### src/rtl/cpu_types_pkg.sv
// Shared types and helpers for the pipeline control path.
// Holds the sequencer state encoding and the register-compare used by hazard detection.
package cpu_types_pkg;

    localparam int REG_W = 5;

    typedef enum logic [1:0] {
        RUN   = 2'd0,
        DDONE = 2'd1,
        HALT  = 2'd2
    } ctrl_state_t;

    // A load into r0 never creates a dependency, since r0 is hardwired to zero.
    function automatic logic reg_hazard(input logic [REG_W-1:0] dest,
                                        input logic [REG_W-1:0] rs,
                                        input logic [REG_W-1:0] rt);
        return (dest != {REG_W{1'b0}}) && ((dest == rs) || (dest == rt));
    endfunction

endpackage

### src/rtl/pipeline_ctrl_hazard_detect.sv
// Combinational load-use detector.
// Flags when the instruction in ID reads the register a load in EX is about to write.
module hazard_detect
    import cpu_types_pkg::*;
(
    input  logic             idex_dREN,
    input  logic [REG_W-1:0] idex_dest,
    input  logic [REG_W-1:0] ifid_rs,
    input  logic [REG_W-1:0] ifid_rt,
    output logic             load_use
);

    // Raw hazard flag; the sequencer decides whether it actually costs a bubble.
    always_comb begin
        load_use = 1'b0;
        if (idex_dREN) begin
            load_use = reg_hazard(idex_dest, ifid_rs, ifid_rt);
        end else begin
            load_use = 1'b0;
        end
    end

endmodule

### src/rtl/pipeline_ctrl.sv
// Stall/flush sequencer for the 5-stage pipeline: stage enables, squashes,
// memory-before-fetch tracking, halt, and saturating stall/flush counters.
module pipeline_ctrl
    import cpu_types_pkg::*;
#(
    parameter int CNT_W = 16
) (
    input  logic             CLK,
    input  logic             nRST,
    input  logic             ihit,
    input  logic             dhit,
    input  logic [REG_W-1:0] ifid_rs,
    input  logic [REG_W-1:0] ifid_rt,
    input  logic             idex_dREN,
    input  logic [REG_W-1:0] idex_dest,
    input  logic             exmem_dREN,
    input  logic             exmem_dWEN,
    input  logic             redirect,
    input  logic             halt_mem,
    output logic             pc_en,
    output logic             ifid_en,
    output logic             idex_en,
    output logic             exmem_en,
    output logic             memwb_en,
    output logic             ifid_flush,
    output logic             idex_flush,
    output logic             exmem_flush,
    output logic             memwb_flush,
    output logic             dmem_mask,
    output logic             halt_out,
    output logic [CNT_W-1:0] stall_cnt,
    output logic [CNT_W-1:0] flush_cnt
);

    ctrl_state_t      r_state;
    logic             r_pend;
    logic [CNT_W-1:0] r_stall_cnt;
    logic [CNT_W-1:0] r_flush_cnt;

    logic w_load_use;
    logic w_mem_req;
    logic w_dstall;
    logic w_advance;
    logic w_squash;

    localparam logic [CNT_W-1:0] CNT_ONE = {{(CNT_W-1){1'b0}}, 1'b1};

    hazard_detect u_hazard (
        .idex_dREN (idex_dREN),
        .idex_dest (idex_dest),
        .ifid_rs   (ifid_rs),
        .ifid_rt   (ifid_rt),
        .load_use  (w_load_use)
    );

    // Advance/squash terms and the Mealy strobes; reset overrides every input.
    always_comb begin
        pc_en       = 1'b0;
        ifid_en     = 1'b0;
        idex_en     = 1'b0;
        exmem_en    = 1'b0;
        memwb_en    = 1'b0;
        ifid_flush  = 1'b0;
        idex_flush  = 1'b0;
        exmem_flush = 1'b0;
        memwb_flush = 1'b0;
        dmem_mask   = nRST && (r_state == DDONE);
        halt_out    = nRST && (r_state == HALT);
        w_mem_req   = (exmem_dREN | exmem_dWEN) & ~dmem_mask;
        w_dstall    = w_mem_req & ~dhit;
        w_advance   = ihit & ~w_dstall & (r_state != HALT);
        w_squash    = redirect | r_pend;
        if (!nRST) begin
            pc_en = 1'b0;
        end else if (w_advance && w_squash) begin
            // A squash kills ID, so a coincident load-use bubble is pointless.
            {pc_en, ifid_en, idex_en, exmem_en, memwb_en} = 5'b11111;
            ifid_flush = 1'b1;
            idex_flush = 1'b1;
        end else if (w_advance && w_load_use) begin
            {pc_en, ifid_en, idex_en, exmem_en, memwb_en} = 5'b00111;
            idex_flush = 1'b1;
        end else if (w_advance) begin
            {pc_en, ifid_en, idex_en, exmem_en, memwb_en} = 5'b11111;
        end else begin
            pc_en = 1'b0;
        end
    end

    // Sequencer state, pending redirect and saturating counters.
    always_ff @(posedge CLK or negedge nRST) begin
        if (!nRST) begin
            r_state     <= RUN;
            r_pend      <= 1'b0;
            r_stall_cnt <= {CNT_W{1'b0}};
            r_flush_cnt <= {CNT_W{1'b0}};
        end else begin
            case (r_state)
                RUN: begin
                    if (halt_mem && w_advance) begin
                        r_state <= HALT;
                    end else if (w_mem_req && dhit && !ihit) begin
                        r_state <= DDONE;
                    end else begin
                        r_state <= RUN;
                    end
                end
                DDONE: begin
                    if (halt_mem && w_advance) begin
                        r_state <= HALT;
                    end else if (w_advance) begin
                        r_state <= RUN;
                    end else begin
                        r_state <= DDONE;
                    end
                end
                HALT:    r_state <= HALT;
                default: r_state <= RUN;
            endcase

            if (w_advance) begin
                r_pend <= 1'b0;
            end else if (redirect) begin
                r_pend <= 1'b1;
            end else begin
                r_pend <= r_pend;
            end

            if (!w_advance && (r_state != HALT) && !(&r_stall_cnt)) begin
                r_stall_cnt <= r_stall_cnt + CNT_ONE;
            end else begin
                r_stall_cnt <= r_stall_cnt;
            end

            if (w_advance && w_squash && !(&r_flush_cnt)) begin
                r_flush_cnt <= r_flush_cnt + CNT_ONE;
            end else begin
                r_flush_cnt <= r_flush_cnt;
            end
        end
    end

    assign stall_cnt = r_stall_cnt;
    assign flush_cnt = r_flush_cnt;

endmodule
### config.mk
export PLATFORM = sky130hd
export DESIGN_NAME = pipeline_ctrl
export DESIGN_NICKNAME = d
export VERILOG_FILES = /design/src/rtl/cpu_types_pkg.sv /design/src/rtl/pipeline_ctrl_hazard_detect.sv /design/src/rtl/pipeline_ctrl.sv
export SDC_FILE = /design/constraint.sdc
export NUM_CORES = 1
export LEC_CHECK = 0
export ABC_AREA = 1
export CORE_MARGIN = 2
export CORE_UTILIZATION = 54
export CTS_BUF_LIST = sky130_fd_sc_hd__clkbuf_8
export CTS_CLUSTER_SIZE = 16
export DETAILED_ROUTE_END_ITERATION = 6
export HOLD_SLACK_MARGIN = 0.15
export PLACE_DENSITY = 0.86
export SLEW_MARGIN = 10
export SYNTH_ARGS = -nofsm -noshare
export SYNTH_HDL_FRONTEND = slang
export SYNTH_SLANG_ARGS = --single-unit
export TNS_END_PERCENT = 10
### constraint.sdc
create_clock -name CLK -period 2.6 [get_ports CLK]
set_clock_uncertainty 0.15 [all_clocks]
set_input_delay 0.39 -clock CLK [delete_from_list [all_inputs] [get_ports CLK]]
set_output_delay 0.39 -clock CLK [all_outputs]
set_load 0.01 [all_outputs]
==> results.tsv, run 1 <==
stage	metric	value	unit
timing	hold slack	0.407	ns
synth	synthesized area per cell	7.02	um2
grt	first-pass GRT wire length	10.6	mm
layout	fraction of final layout cells sized beyond drive strength 1	8.00	%
clock_network	CTS sink cnt	35	
layout	final instance area	3270	um2
place	Port Buffers	64	
floorplan	I/O pins	67	
floorplan	num rows	24	
power_and_ir_drop	Tot Pwr	0.00207	W
floorplan	Die Y	71.9	um
clock_network	CTS clk-pin slew, worst paths	0.07	ns
drt	Routed WL per cell	12.5	um
clock_network	H-tree depth	2	
power_and_ir_drop	static leakage	1.67	nW
synth	cell count after synthesis	354	
worst_setup_path	CP startpoint kind	input pin	
grt	GR Util All Layers	25.8	%
place	dpl cell area	3170	um2
layout	Area growth, synth to finish	31.6	%
worst_setup_path	WP depth	7	
clock_network	Longest Clk Path Bufs	2	
clock_network	Clock Latency Late Sink	0.30	ns
synth	Yosys top cell area share	35.2	%
drt	final wirelength	5.96	mm
synth	Warnings, synthesis	0	
worst_setup_path	worst reg2reg path endpoint	stall_cnt[1]$_DFFE_PN0P_	
drt	DRC errors left	0	
grt	vias in the first global route	2484	
synth	most area-consuming cells after synthesis	dfrtp_1 35%, nand2_1 19%, inv_1 6.3%	
drt	Vias/cell	5.16	
synth	Synth area leader	dfrtp_1	
layout	highest-count cells in the layout ignoring fill and taps	128 x nand2_1, 59 x clkdlybuf4s50_1, 43 x inv_1	
grt	aggregate global routing overflow	0	
floorplan	Die X	71.9	um
layout	commonest non-fill, non-tap cell in the layout	nand2_1	
power_and_ir_drop	Max VDD drop	472	uV
hold_path	Worst Hold Class	flip-flop to flip-flop	
clock_network	setup bufs post-CTS	0	
run	Max Cap Violations	0	
worst_setup_path	Worst Path Required	2.06	ns
place	sum of net half-perimeters after detailed placement	4.48	mm
drt	ANT nets after route	0	
synth	mapped cell area	2490	um2
drt	DR iter-0 viols	159	
layout	# diodes	0	
worst_setup_path	CP peak stage delay	0.52	ns
run_status	status	finished clean	
layout	final core utilization	74.6	%
worst_setup_path	crit path DAT	2.02	ns
hold_path	Hold Path Cell Cnt	2	
grt	initial antenna violation count	0	
floorplan	Placeable Area	4380	um2
timing	Final Cycle Share	98.4	%
floorplan	DIE AREA	5160	um2
timing	Slew Limit Fails	0	
worst_setup_path	r2r worst-path depth	9	
hold_path	worst hold path endpoint	stall_cnt[14]$_DFFE_PN0P_	
worst_setup_path	crit-path cells	clkdlybuf4s50_1, nand3_2, o211ai_4, nand3_2, nor2_4, buf_4, clkdlybuf4s50_1	
worst_setup_path	Critical path buffers and inverters	3	
timing	FMAX	0.391	GHz
worst_setup_path	Reg2Reg Launch Point	stall_cnt[0]$_DFFE_PN0P_	
place	RD Place Congestion	0.887	
synth	Yosys cell types	30	
grt	pin count of the biggest net entering global routing	36	
worst_setup_path	Worst Setup End Kind	primary output	
clock_network	root buffer cell	clkbuf_8	
layout	nets@finish	450	
drt	DR vias	2463	
timing	unrepaired setup endpoints after global routing	yes	
timing	Period minus WS final	2.56	ns
clock_network	CTS tree	built	
worst_setup_path	CP max-delay cell	clkdlybuf4s50_1	
worst_setup_path	crit path max fanout	3	
synth	#FFs+latches synth	35	
floorplan	initial core utilization	56.7	%
drt	DR pass1 iterations	4	
synth	Seq/Total Area, Yosys	35.2	%
worst_setup_path	critical path type	input pin to primary output	
hold_path	HP Start	stall_cnt[14]$_DFFE_PN0P_	
power_and_ir_drop	pwr dens	634	nW/um2
timing	Final Hold Viols	0	
timing	final setup violation count	0	
worst_setup_path	critical path's top delay family	buffers and inverters	
worst_setup_path	setup slack, reg-to-reg	0.67	ns
clock_network	Num CTS Buffers	5	
-- worst register-to-register path, delay by kind of cell (launching register included) --
kind / cells / cell delay (ns)
DFF: 1 / 0.46
buffers and inverters: 2 / 0.33
and+or+nand+nor: 5 / 0.54
adders and majority gates: 1 / 0.28
AOI/OAI and AO/OA: 1 / 0.06
-- layer usage --
layer	share of wire [%]	global-route usage, %
met1	43	29.5
met2	51	45.8
met3	4.5	6.47
met4	1.4	10.7
met5	0	0
-- kinds of logic (layout without fill, tap and decap cells) --
| family | Yosys count | after routing | synth area share (%) |
|---|---|---|---|
| and+or+nand+nor | 205 | 205 | 37.4 |
| buffers and inverters | 56 | 126 | 10.7 |
| DFF | 35 | 35 | 35.2 |
| AOI/OAI and AO/OA | 31 | 31 | 7.05 |
| xor gates and xnor gates | 24 | 24 | 8.45 |
| adders and majority gates | 2 | 2 | 1.01 |
| other | 1 | 2 | 0.151 |
-- cell usage after synthesis (all sizes together) --
cell type  instances
a21oi              1
buf               10
clkbuf             1
conb               1
dfrtp             35
ha                 2
inv               45
nand2            130
nand3             22
nand3b             2
nand4              8
nor2              34
nor3               9
o211ai             1
o21ai             28
o41ai              1
xnor2             10
xor2              14
-- final cells by class --
class | instances | area [um2]
clock buffers | 5 | 68.8
clock inverters | 3 | 16.3
fillers | 347 | 1110
inverters | 45 | 169
multi-input cells | 264 | 1360
flip-flops and latches | 35 | 876
well taps | 52 | 65.1
repair buffers | 73 | 717
-- timing repair --
action                     in CTS  in global routing
hold buffers                    0                  0
gates resized for setup         2                  7
setup endpoints to repair       6                  5
-- worst max path at each step --
stage	start	end	slack, ns
3_5_place_dp	nRST	idex_flush	-0.07
3_3_place_gp	nRST	idex_flush	-0.01
5_1_grt	nRST	idex_en	-0.04
2_1_floorplan	r_state[1]$_DFF_PN0_	pc_en	0.68
6_report	nRST	idex_en	0.04
4_1_cts	nRST	memwb_en	0.004
-- report_power, final --
part / switching [W] / internal (W)
Sequential: 0.000144 / 0.000659
Combinational: 0.000467 / 0.000411
Clock: 0.000210 / 0.000183
-- registers in the layout, summed over array words and instances (netlist names) --
register   count
flush_cnt     16
r_pend         1
r_state        2
stall_cnt     16
-- stage by stage --
stage                     instances  worst slack, ns  TNS, ns
final                           477           0.0411        0
after global routing            477          -0.0361  -0.0361
after CTS                       477          0.00362        0
after detailed placement        469          -0.0728   -0.191
after global placement          469          -0.0128  -0.0128
after floorplan                 355            0.683        0
(Power assumes the default switching activity.)
==> inputs of run 2 (changes only) <==
--- a/config.mk
+++ b/config.mk
@@ -6,11 +6,13 @@
 export NUM_CORES = 1
 export LEC_CHECK = 0
 export ABC_AREA = 1
+export CAP_MARGIN = 20
 export CORE_MARGIN = 2
 export CORE_UTILIZATION = 54
 export CTS_BUF_LIST = sky130_fd_sc_hd__clkbuf_8
 export CTS_CLUSTER_SIZE = 16
 export DETAILED_ROUTE_END_ITERATION = 6
+export GPL_ROUTABILITY_DRIVEN = 0
 export HOLD_SLACK_MARGIN = 0.15
 export PLACE_DENSITY = 0.86
 export SLEW_MARGIN = 10
==> results of run 2 <==
Same layout as run 1: the final DEF is identical, and so are final timing and power.
